File: src/rtl/regfile_pkg.sv
// Shared defaults and types for the multi-port register file.
package regfile_pkg;

  localparam int DATA_W_DEF = 32;
  localparam int ADDR_W_DEF = 5;
  localparam int DEPTH      = 2 ** ADDR_W_DEF;

  typedef logic [DATA_W_DEF-1:0] data_t;
  typedef logic [ADDR_W_DEF-1:0] addr_t;

endpackage

File: src/rtl/regfile_mp_if.sv
// Bus bundle for regfile_mp: CPU write/read ports, external write channels and tap window.
interface regfile_mp_if
  import regfile_pkg::*;
#(
  parameter int DATA_W  = DATA_W_DEF,
  parameter int ADDR_W  = ADDR_W_DEF,
  parameter int NUM_RD  = 2,
  parameter int NUM_EXT = 1,
  parameter int NUM_TAP = 7
) ();

  logic                        ctrl_writeEnable;
  logic [ADDR_W-1:0]           ctrl_writeReg;
  logic [DATA_W-1:0]           data_writeReg;
  logic [NUM_RD*ADDR_W-1:0]    ctrl_readReg;
  logic [NUM_RD*DATA_W-1:0]    data_readReg;
  logic [NUM_EXT-1:0]          ext_valid;
  logic [NUM_EXT*DATA_W-1:0]   ext_data;
  logic [NUM_EXT-1:0]          ext_ready;
  logic [NUM_TAP*DATA_W-1:0]   tap_data;

  // Master is the CPU/game side, slave is the register file itself.
  modport master (
    output ctrl_writeEnable, ctrl_writeReg, data_writeReg, ctrl_readReg,
    output ext_valid, ext_data,
    input  data_readReg, ext_ready, tap_data
  );

  modport slave (
    input  ctrl_writeEnable, ctrl_writeReg, data_writeReg, ctrl_readReg,
    input  ext_valid, ext_data,
    output data_readReg, ext_ready, tap_data
  );

endinterface

File: src/rtl/regfile_ext_chan.sv
// One external write channel: a single-entry buffer that defers an ext write
// behind a colliding CPU write to the same register.
module regfile_ext_chan
  import regfile_pkg::*;
#(
  parameter int DATA_W  = DATA_W_DEF,
  parameter int ADDR_W  = ADDR_W_DEF,
  parameter int REG_IDX = 25
) (
  input  logic              clock,
  input  logic              ctrl_reset,
  input  logic              cpu_we,
  input  logic [ADDR_W-1:0] cpu_addr,
  input  logic              ext_valid,
  input  logic [DATA_W-1:0] ext_data,
  output logic              ext_ready,
  output logic              commit_en,
  output logic [DATA_W-1:0] commit_data
);

  logic              buf_full_q, buf_full_d;
  logic [DATA_W-1:0] buf_data_q, buf_data_d;
  logic              conflict;

  assign conflict  = cpu_we && (cpu_addr == ADDR_W'(REG_IDX));
  assign ext_ready = ~buf_full_q & ~ctrl_reset;

  // A held entry has priority; new ext data is only taken when the buffer is empty.
  always_comb begin
    buf_full_d  = buf_full_q;
    buf_data_d  = buf_data_q;
    commit_en   = 1'b0;
    commit_data = buf_data_q;
    if (buf_full_q) begin
      if (!conflict) begin
        commit_en  = 1'b1;
        buf_full_d = 1'b0;
      end
    end else if (ext_valid && ext_ready) begin
      if (conflict) begin
        buf_full_d = 1'b1;
        buf_data_d = ext_data;
      end else begin
        commit_en   = 1'b1;
        commit_data = ext_data;
      end
    end
  end

  always_ff @(posedge clock) begin
    if (ctrl_reset) begin
      buf_full_q <= 1'b0;
      buf_data_q <= '0;
    end else begin
      buf_full_q <= buf_full_d;
      buf_data_q <= buf_data_d;
    end
  end

endmodule

File: src/rtl/regfile_mp.sv
// Parametrised multi-port register file with handshaked external write channels and a tap window.
// Define REGFILE_BYPASS_EN to forward committing write data to same-cycle reads.
module regfile_mp
  import regfile_pkg::*;
#(
  parameter int DATA_W   = DATA_W_DEF,
  parameter int ADDR_W   = ADDR_W_DEF,
  parameter int NUM_RD   = 2,
  parameter int NUM_EXT  = 1,
  parameter int EXT_BASE = 25,
  parameter int TAP_BASE = 20,
  parameter int NUM_TAP  = 7
) (
  input  logic         clock,
  input  logic         ctrl_reset,
  regfile_mp_if.slave  bus
);

  localparam int DEPTH_L = 2 ** ADDR_W;

  if (NUM_RD < 1 || NUM_EXT < 1 || NUM_TAP < 1) begin : g_bad_count
    $error("regfile_mp: NUM_RD, NUM_EXT and NUM_TAP must be at least 1");
  end
  if (EXT_BASE < 1 || EXT_BASE + NUM_EXT > DEPTH_L) begin : g_bad_ext
    $error("regfile_mp: external register range out of bounds or overlaps r0");
  end
  if (TAP_BASE < 1 || TAP_BASE + NUM_TAP > DEPTH_L) begin : g_bad_tap
    $error("regfile_mp: tap window out of bounds or overlaps r0");
  end

  logic [DATA_W-1:0] regs_q [DEPTH_L];
  logic [DATA_W-1:0] regs_d [DEPTH_L];

  logic [NUM_EXT-1:0] ext_commit;
  logic [NUM_EXT-1:0] ext_ready;
  logic [DATA_W-1:0]  ext_commit_data [NUM_EXT];

  for (genvar e = 0; e < NUM_EXT; e++) begin : g_ext
    regfile_ext_chan #(
      .DATA_W  (DATA_W),
      .ADDR_W  (ADDR_W),
      .REG_IDX (EXT_BASE + e)
    ) u_chan (
      .clock       (clock),
      .ctrl_reset  (ctrl_reset),
      .cpu_we      (bus.ctrl_writeEnable),
      .cpu_addr    (bus.ctrl_writeReg),
      .ext_valid   (bus.ext_valid[e]),
      .ext_data    (bus.ext_data[e*DATA_W +: DATA_W]),
      .ext_ready   (ext_ready[e]),
      .commit_en   (ext_commit[e]),
      .commit_data (ext_commit_data[e])
    );
  end

  assign bus.ext_ready = ext_ready;

  // Channels never commit while the CPU writes their register, so the two sources never collide.
  always_comb begin
    regs_d = regs_q;
    if (bus.ctrl_writeEnable) begin
      regs_d[bus.ctrl_writeReg] = bus.data_writeReg;
    end
    for (int e = 0; e < NUM_EXT; e++) begin
      if (ext_commit[e]) begin
        regs_d[ADDR_W'(EXT_BASE + e)] = ext_commit_data[e];
      end
    end
    regs_d[ADDR_W'(0)] = '0;
  end

  always_ff @(posedge clock) begin
    if (ctrl_reset) begin
      for (int i = 0; i < DEPTH_L; i++) begin
        regs_q[i] <= '0;
      end
    end else begin
      regs_q <= regs_d;
    end
  end

  logic [ADDR_W-1:0]        rd_addr;
  logic [NUM_RD*DATA_W-1:0] rd_data;

  // The bypass build reads the next-state array, which already holds every committing value.
  always_comb begin
    rd_addr = '0;
    rd_data = '0;
    for (int p = 0; p < NUM_RD; p++) begin
      rd_addr = bus.ctrl_readReg[p*ADDR_W +: ADDR_W];
`ifdef REGFILE_BYPASS_EN
      rd_data[p*DATA_W +: DATA_W] = regs_d[rd_addr];
`else
      rd_data[p*DATA_W +: DATA_W] = regs_q[rd_addr];
`endif
      if (rd_addr == '0) begin
        rd_data[p*DATA_W +: DATA_W] = '0;
      end
    end
  end

  assign bus.data_readReg = rd_data;

  for (genvar t = 0; t < NUM_TAP; t++) begin : g_tap
    assign bus.tap_data[t*DATA_W +: DATA_W] = regs_q[ADDR_W'(TAP_BASE + t)];
  end

endmodule

File: src/flat_wrapper.sv
// flat-port wrapper written by rule: the top's interface ports become plain ports
module regfile_mp_flat import regfile_pkg::*;
#(
  parameter int DATA_W   = DATA_W_DEF,
  parameter int ADDR_W   = ADDR_W_DEF,
  parameter int NUM_RD   = 2,
  parameter int NUM_EXT  = 1,
  parameter int EXT_BASE = 25,
  parameter int TAP_BASE = 20,
  parameter int NUM_TAP  = 7
)
  (clock, ctrl_reset, bus_ctrl_writeEnable, bus_ctrl_writeReg, bus_data_writeReg, bus_ctrl_readReg, bus_ext_valid, bus_ext_data, bus_data_readReg, bus_ext_ready, bus_tap_data);
  regfile_mp_if #(.DATA_W(DATA_W), .ADDR_W(ADDR_W), .NUM_RD(NUM_RD), .NUM_EXT(NUM_EXT), .NUM_TAP(NUM_TAP)) bus_i ();
  input  logic clock;
  input  logic ctrl_reset;
  input wire logic [$bits(bus_i.ctrl_writeEnable)-1:0] bus_ctrl_writeEnable;
  input wire logic [$bits(bus_i.ctrl_writeReg)-1:0] bus_ctrl_writeReg;
  input wire logic [$bits(bus_i.data_writeReg)-1:0] bus_data_writeReg;
  input wire logic [$bits(bus_i.ctrl_readReg)-1:0] bus_ctrl_readReg;
  input wire logic [$bits(bus_i.ext_valid)-1:0] bus_ext_valid;
  input wire logic [$bits(bus_i.ext_data)-1:0] bus_ext_data;
  output wire logic [$bits(bus_i.data_readReg)-1:0] bus_data_readReg;
  output wire logic [$bits(bus_i.ext_ready)-1:0] bus_ext_ready;
  output wire logic [$bits(bus_i.tap_data)-1:0] bus_tap_data;
  assign bus_i.ctrl_writeEnable = bus_ctrl_writeEnable;
  assign bus_i.ctrl_writeReg = bus_ctrl_writeReg;
  assign bus_i.data_writeReg = bus_data_writeReg;
  assign bus_i.ctrl_readReg = bus_ctrl_readReg;
  assign bus_i.ext_valid = bus_ext_valid;
  assign bus_i.ext_data = bus_ext_data;
  assign bus_data_readReg = bus_i.data_readReg;
  assign bus_ext_ready = bus_i.ext_ready;
  assign bus_tap_data = bus_i.tap_data;
  regfile_mp #(.DATA_W(DATA_W), .ADDR_W(ADDR_W), .NUM_RD(NUM_RD), .NUM_EXT(NUM_EXT), .EXT_BASE(EXT_BASE), .TAP_BASE(TAP_BASE), .NUM_TAP(NUM_TAP)) u_core (.clock(clock), .ctrl_reset(ctrl_reset), .bus(bus_i));
endmodule
File: config.mk
export PLATFORM = sky130hd
export DESIGN_NAME = regfile_mp_flat
export DESIGN_NICKNAME = d
export VERILOG_FILES = /design/src/rtl/regfile_pkg.sv /design/src/rtl/regfile_mp_if.sv /design/src/rtl/regfile_ext_chan.sv /design/src/rtl/regfile_mp.sv /design/src/flat_wrapper.sv
export SDC_FILE = /design/constraint.sdc
export NUM_CORES = 2
export LEC_CHECK = 0
export BUFFER_PORTS_ARGS = -buffer_cell sky130_fd_sc_hd__buf_2
export CAP_MARGIN = 10
export CORE_MARGIN = 8
export CORE_UTILIZATION = 68
export CTS_BUF_LIST = sky130_fd_sc_hd__clkbuf_4
export DETAILED_ROUTE_END_ITERATION = 10
export PLACE_DENSITY_LB_ADDON = 0.25
export REMOVE_ABC_BUFFERS = 1
export SETUP_SLACK_MARGIN = 0.02
export SYNTH_ARGS = -nofsm -noshare
export SYNTH_HDL_FRONTEND = slang
export SYNTH_SLANG_ARGS = --single-unit
File: constraint.sdc
create_clock -name clock -period 3.8 [get_ports clock]
set_input_delay 0.19 -clock clock [delete_from_list [all_inputs] [get_ports clock]]
set_output_delay 0.19 -clock clock [all_outputs]
set_load 0.03 [all_outputs]
==> impl_metrics.py <==
metrics = {
    "finish": {
        "nFillCells": 5529,
        "utilization": 0.7363,
        "area_delta_synth_final_pct": 7.208,
        "drive_above_1_share": 0.2107,
        "nets": 6052,
    },
    "synthesis": {
        "ys_seq_elements": 993,
        "synth_common_cells": "nand2_1 (2013), dfxtp_1 (993), a21oi_1 (992)",
        "synth_edf_count": 0,
        "synthCells": 5975,
        "yosys_warnings": 0,
        "avgSynthCellArea_um2": 8.716,
        "synthArstFlopShare": 0,
        "synthDistinctLibCells": 31,
        "synthFlopType": "dfxtp_1",
        "yosysMostFrequentCell": "nand2_1",
        "synth_top_area_share": 0.3817,
        "synthesis.area_um2": 52080,
        "synth_top_area_cell": "dfxtp_1",
        "yosysSeqAreaShare": 0.3817,
        "yosys-top-cells-area": "dfxtp_1 (38%), mux4_2 (17%), nand2_1 (15%), a21oi_1 (9.5%), mux2i_1 (3.7%)",
    },
    "route": {
        "post_drt_wl_per_cell_um": 25.63,
        "drt_first_pass_iters": 9,
        "drt_wl_total_mm": 182.0,
        "vias": 48160,
        "via_per_inst": 6.783,
        "drc": 0,
        "ant_nets": 0,
        "drt_iter0_markers": 7644,
    },
    "timing": {
        "maxSlewHeadroom": 0.06053,
        "hold_viol_final": 0,
        "skew_ns": 0,
        "fin_tns_setup_ns": 0,
        "slew_violations": 0,
        "fmax_mhz": 294.5,
        "setup_slack_ns": 0.4044,
        "rsz0062_at_grt": "false",
        "worst_slew_pin_slew_ns": 1.404,
        "setup-violations-final": 0,
        "post-route-period-util": 0.8936,
        "layout_min_cycle_time_ns": 3.396,
    },
    "worst_hold_path": {
        "min_path_type": "in -> reg",
        "hold_path_startpoint": "bus_data_writeReg[4]",
    },
    "clock_tree": {
        "clk_pin_slew_ns": 0.06,
        "cts_buffers": 276,
        "cts_tree": "done",
        "clockBufferDepth": 4,
        "cts_root_buf": "clkbuf_4",
        "clock_latency_ns": 1.17,
        "htreeDepth": 5,
        "cts_sinks": 993,
    },
    "setup_path": {
        "cp-start-kind": "flop",
        "crit_fanout": 3,
        "crit_path_start": "u_core.regs_q[772]",
        "cp-end-kind": "output port",
        "required_ns": 3.61,
        "crit_type": "reg -> out",
        "rr_startpoint": "u_core.regs_q[3]",
        "path_cells": "mux2i_1, o22ai_1, a2111oi_0, nor3_1, buf_2",
        "max_stage_delay_ns": 0.99,
        "slowest_stage": "a2111oi_0",
        "cp.arrival_ns": 3.21,
    },
    "die": {
        "die_area_um2": 85690,
        "core-area_um2": 75820,
        "die_x_um": 292.7,
        "start_util": 0.6868,
        "ios": 372,
        "placementRows": 101,
        "die_y_um": 292.7,
    },
    "placed_design": {
        "gp_congestion": 0.9135,
        "pre_cts_ws_ns": 0.8656,
        "port-buffer-count": 115,
        "dpl.hpwl_mm": 107.0,
    },
    "global_route": {
        "grt-ovfl-total": 0,
        "grt_pass1_vias": 46620,
        "antenna_found_initial": 7,
        "grt_use_total": 0.4086,
        "grt_start_max_net_pins": 121,
        "grt_pass1_wl_mm": 269.9,
    },
    "status": {
        "status": "completed",
    },
    "pwr": {
        "p_leak_uw": 0.01932,
        "peakVddDrop_uv": 280.5,
        "power.density_nw_per_um2": 398.2,
    },
    "flow_run": {
        "max_cap_violations": 0,
    },
}
final timing paths:
kind / endpoint / slack (ns) / cells past startpoint
hold reg to reg: u_core.regs_q[604] / 0.46 / 2
setup / recovery: bus_data_readReg[4] / 0.40 / 5
setup reg to reg: u_core.regs_q[3] / 2.56 / 3
hold / removal: u_core.regs_q[964] / 0.07 / 4
routing by layer:
layer  vias up  track usage  routed length [µm]  share of wire
li1      20350            -                   -              -
met1     22670       0.5143               61440           0.34
met2      4157       0.6091               79480           0.44
met3       974       0.1159               27800           0.15
met4         2       0.2778               13270          0.073
met5         -     0.007937                  13       0.000071
layout make-up:
type                            count  area (µm²)  area share
Clock inverter                     36       244.0    0.004370
Timing Repair Buffer              305        2655     0.04756
Clock buffer                      382        2868     0.05137
Tap cell                          978        1224     0.02192
Multi-Input combinational cell   4393       28930      0.5181
Sequential cell                   993       19880      0.3561
Antenna cell                       13       32.53   0.0005827
through the flow:
| step | instances | total power (µW) | hold slack, ns | instance area, µm² |
|---|---|---|---|---|
| after floorplan | 5386 | 11840 | 0.2591 | 48530 |
| after global placement | 6619 | 13020 | 0.4483 | 52160 |
| after detailed placement | 6619 | 13050 | 0.4555 | 52160 |
| after CTS | 7084 | 22110 | 0.04510 | 55740 |
| after global routing | 7092 | 22890 | 0.08555 | 55810 |
| final | 7100 | 22230 | 0.06891 | 55830 |
sequential cells by signal, summed over array words and instances (netlist names):
name and count:
u_core.g_ext.u_chan.buf_full_q 1, u_core.regs_q 992
power breakdown:
part | switching, µW | internal, µW | leakage, µW
clock | 4450 | 4840 | 0.00188
combinational | 1760 | 643 | 0.00943
sequential | 55.5 | 10500 | 0.00800
cell families after synthesis:
kind of cell    Yosys count  share of synthesized area
simple gates           2217                     0.1646
compound gates         1248                     0.1364
flops                   993                     0.3817
buf+inv                 812                    0.08414
mux                     704                     0.2331
other cells               1                 0.00007201
placed cells by master, fill, tap and decap left out, types with 34 or more instances in the layout:
| cell | instances |
|---|---|
| nand2_1 | 1993 |
| dfxtp_1 | 993 |
| clkbuf_4 | 382 |
| nor2_1 | 66 |
| o22ai_1 | 132 |
| a21oi_1 | 992 |
| mux2_2 | 94 |
| o22ai_2 | 60 |
| mux2_4 | 34 |
| nor3_1 | 66 |
| a2111oi_0 | 64 |
| buf_12 | 37 |
| dlygate4sd3_1 | 47 |
| mux4_2 | 384 |
| mux2i_1 | 192 |
| conb_1 | 224 |
| buf_2 | 106 |
| buf_4 | 108 |
critical path: cells and delay by family, from the launching register on:
family / cells / cell delay, ns
DFF: 1 / 0.32
buffers and inverters: 1 / 0.25
muxes: 1 / 0.13
and+or+nand+nor: 1 / 0.18
AOI/OAI and AO/OA: 2 / 1.09
repair_timing:
action / 4_1_cts / 5_1_grt
gates resized for setup: 0 / 0
setup buffers: 0 / 0
hold buffers: 47 / 0
endpoints found under the hold margin: 993 / 0
Note: power is estimated with default switching activity, not from simulation.
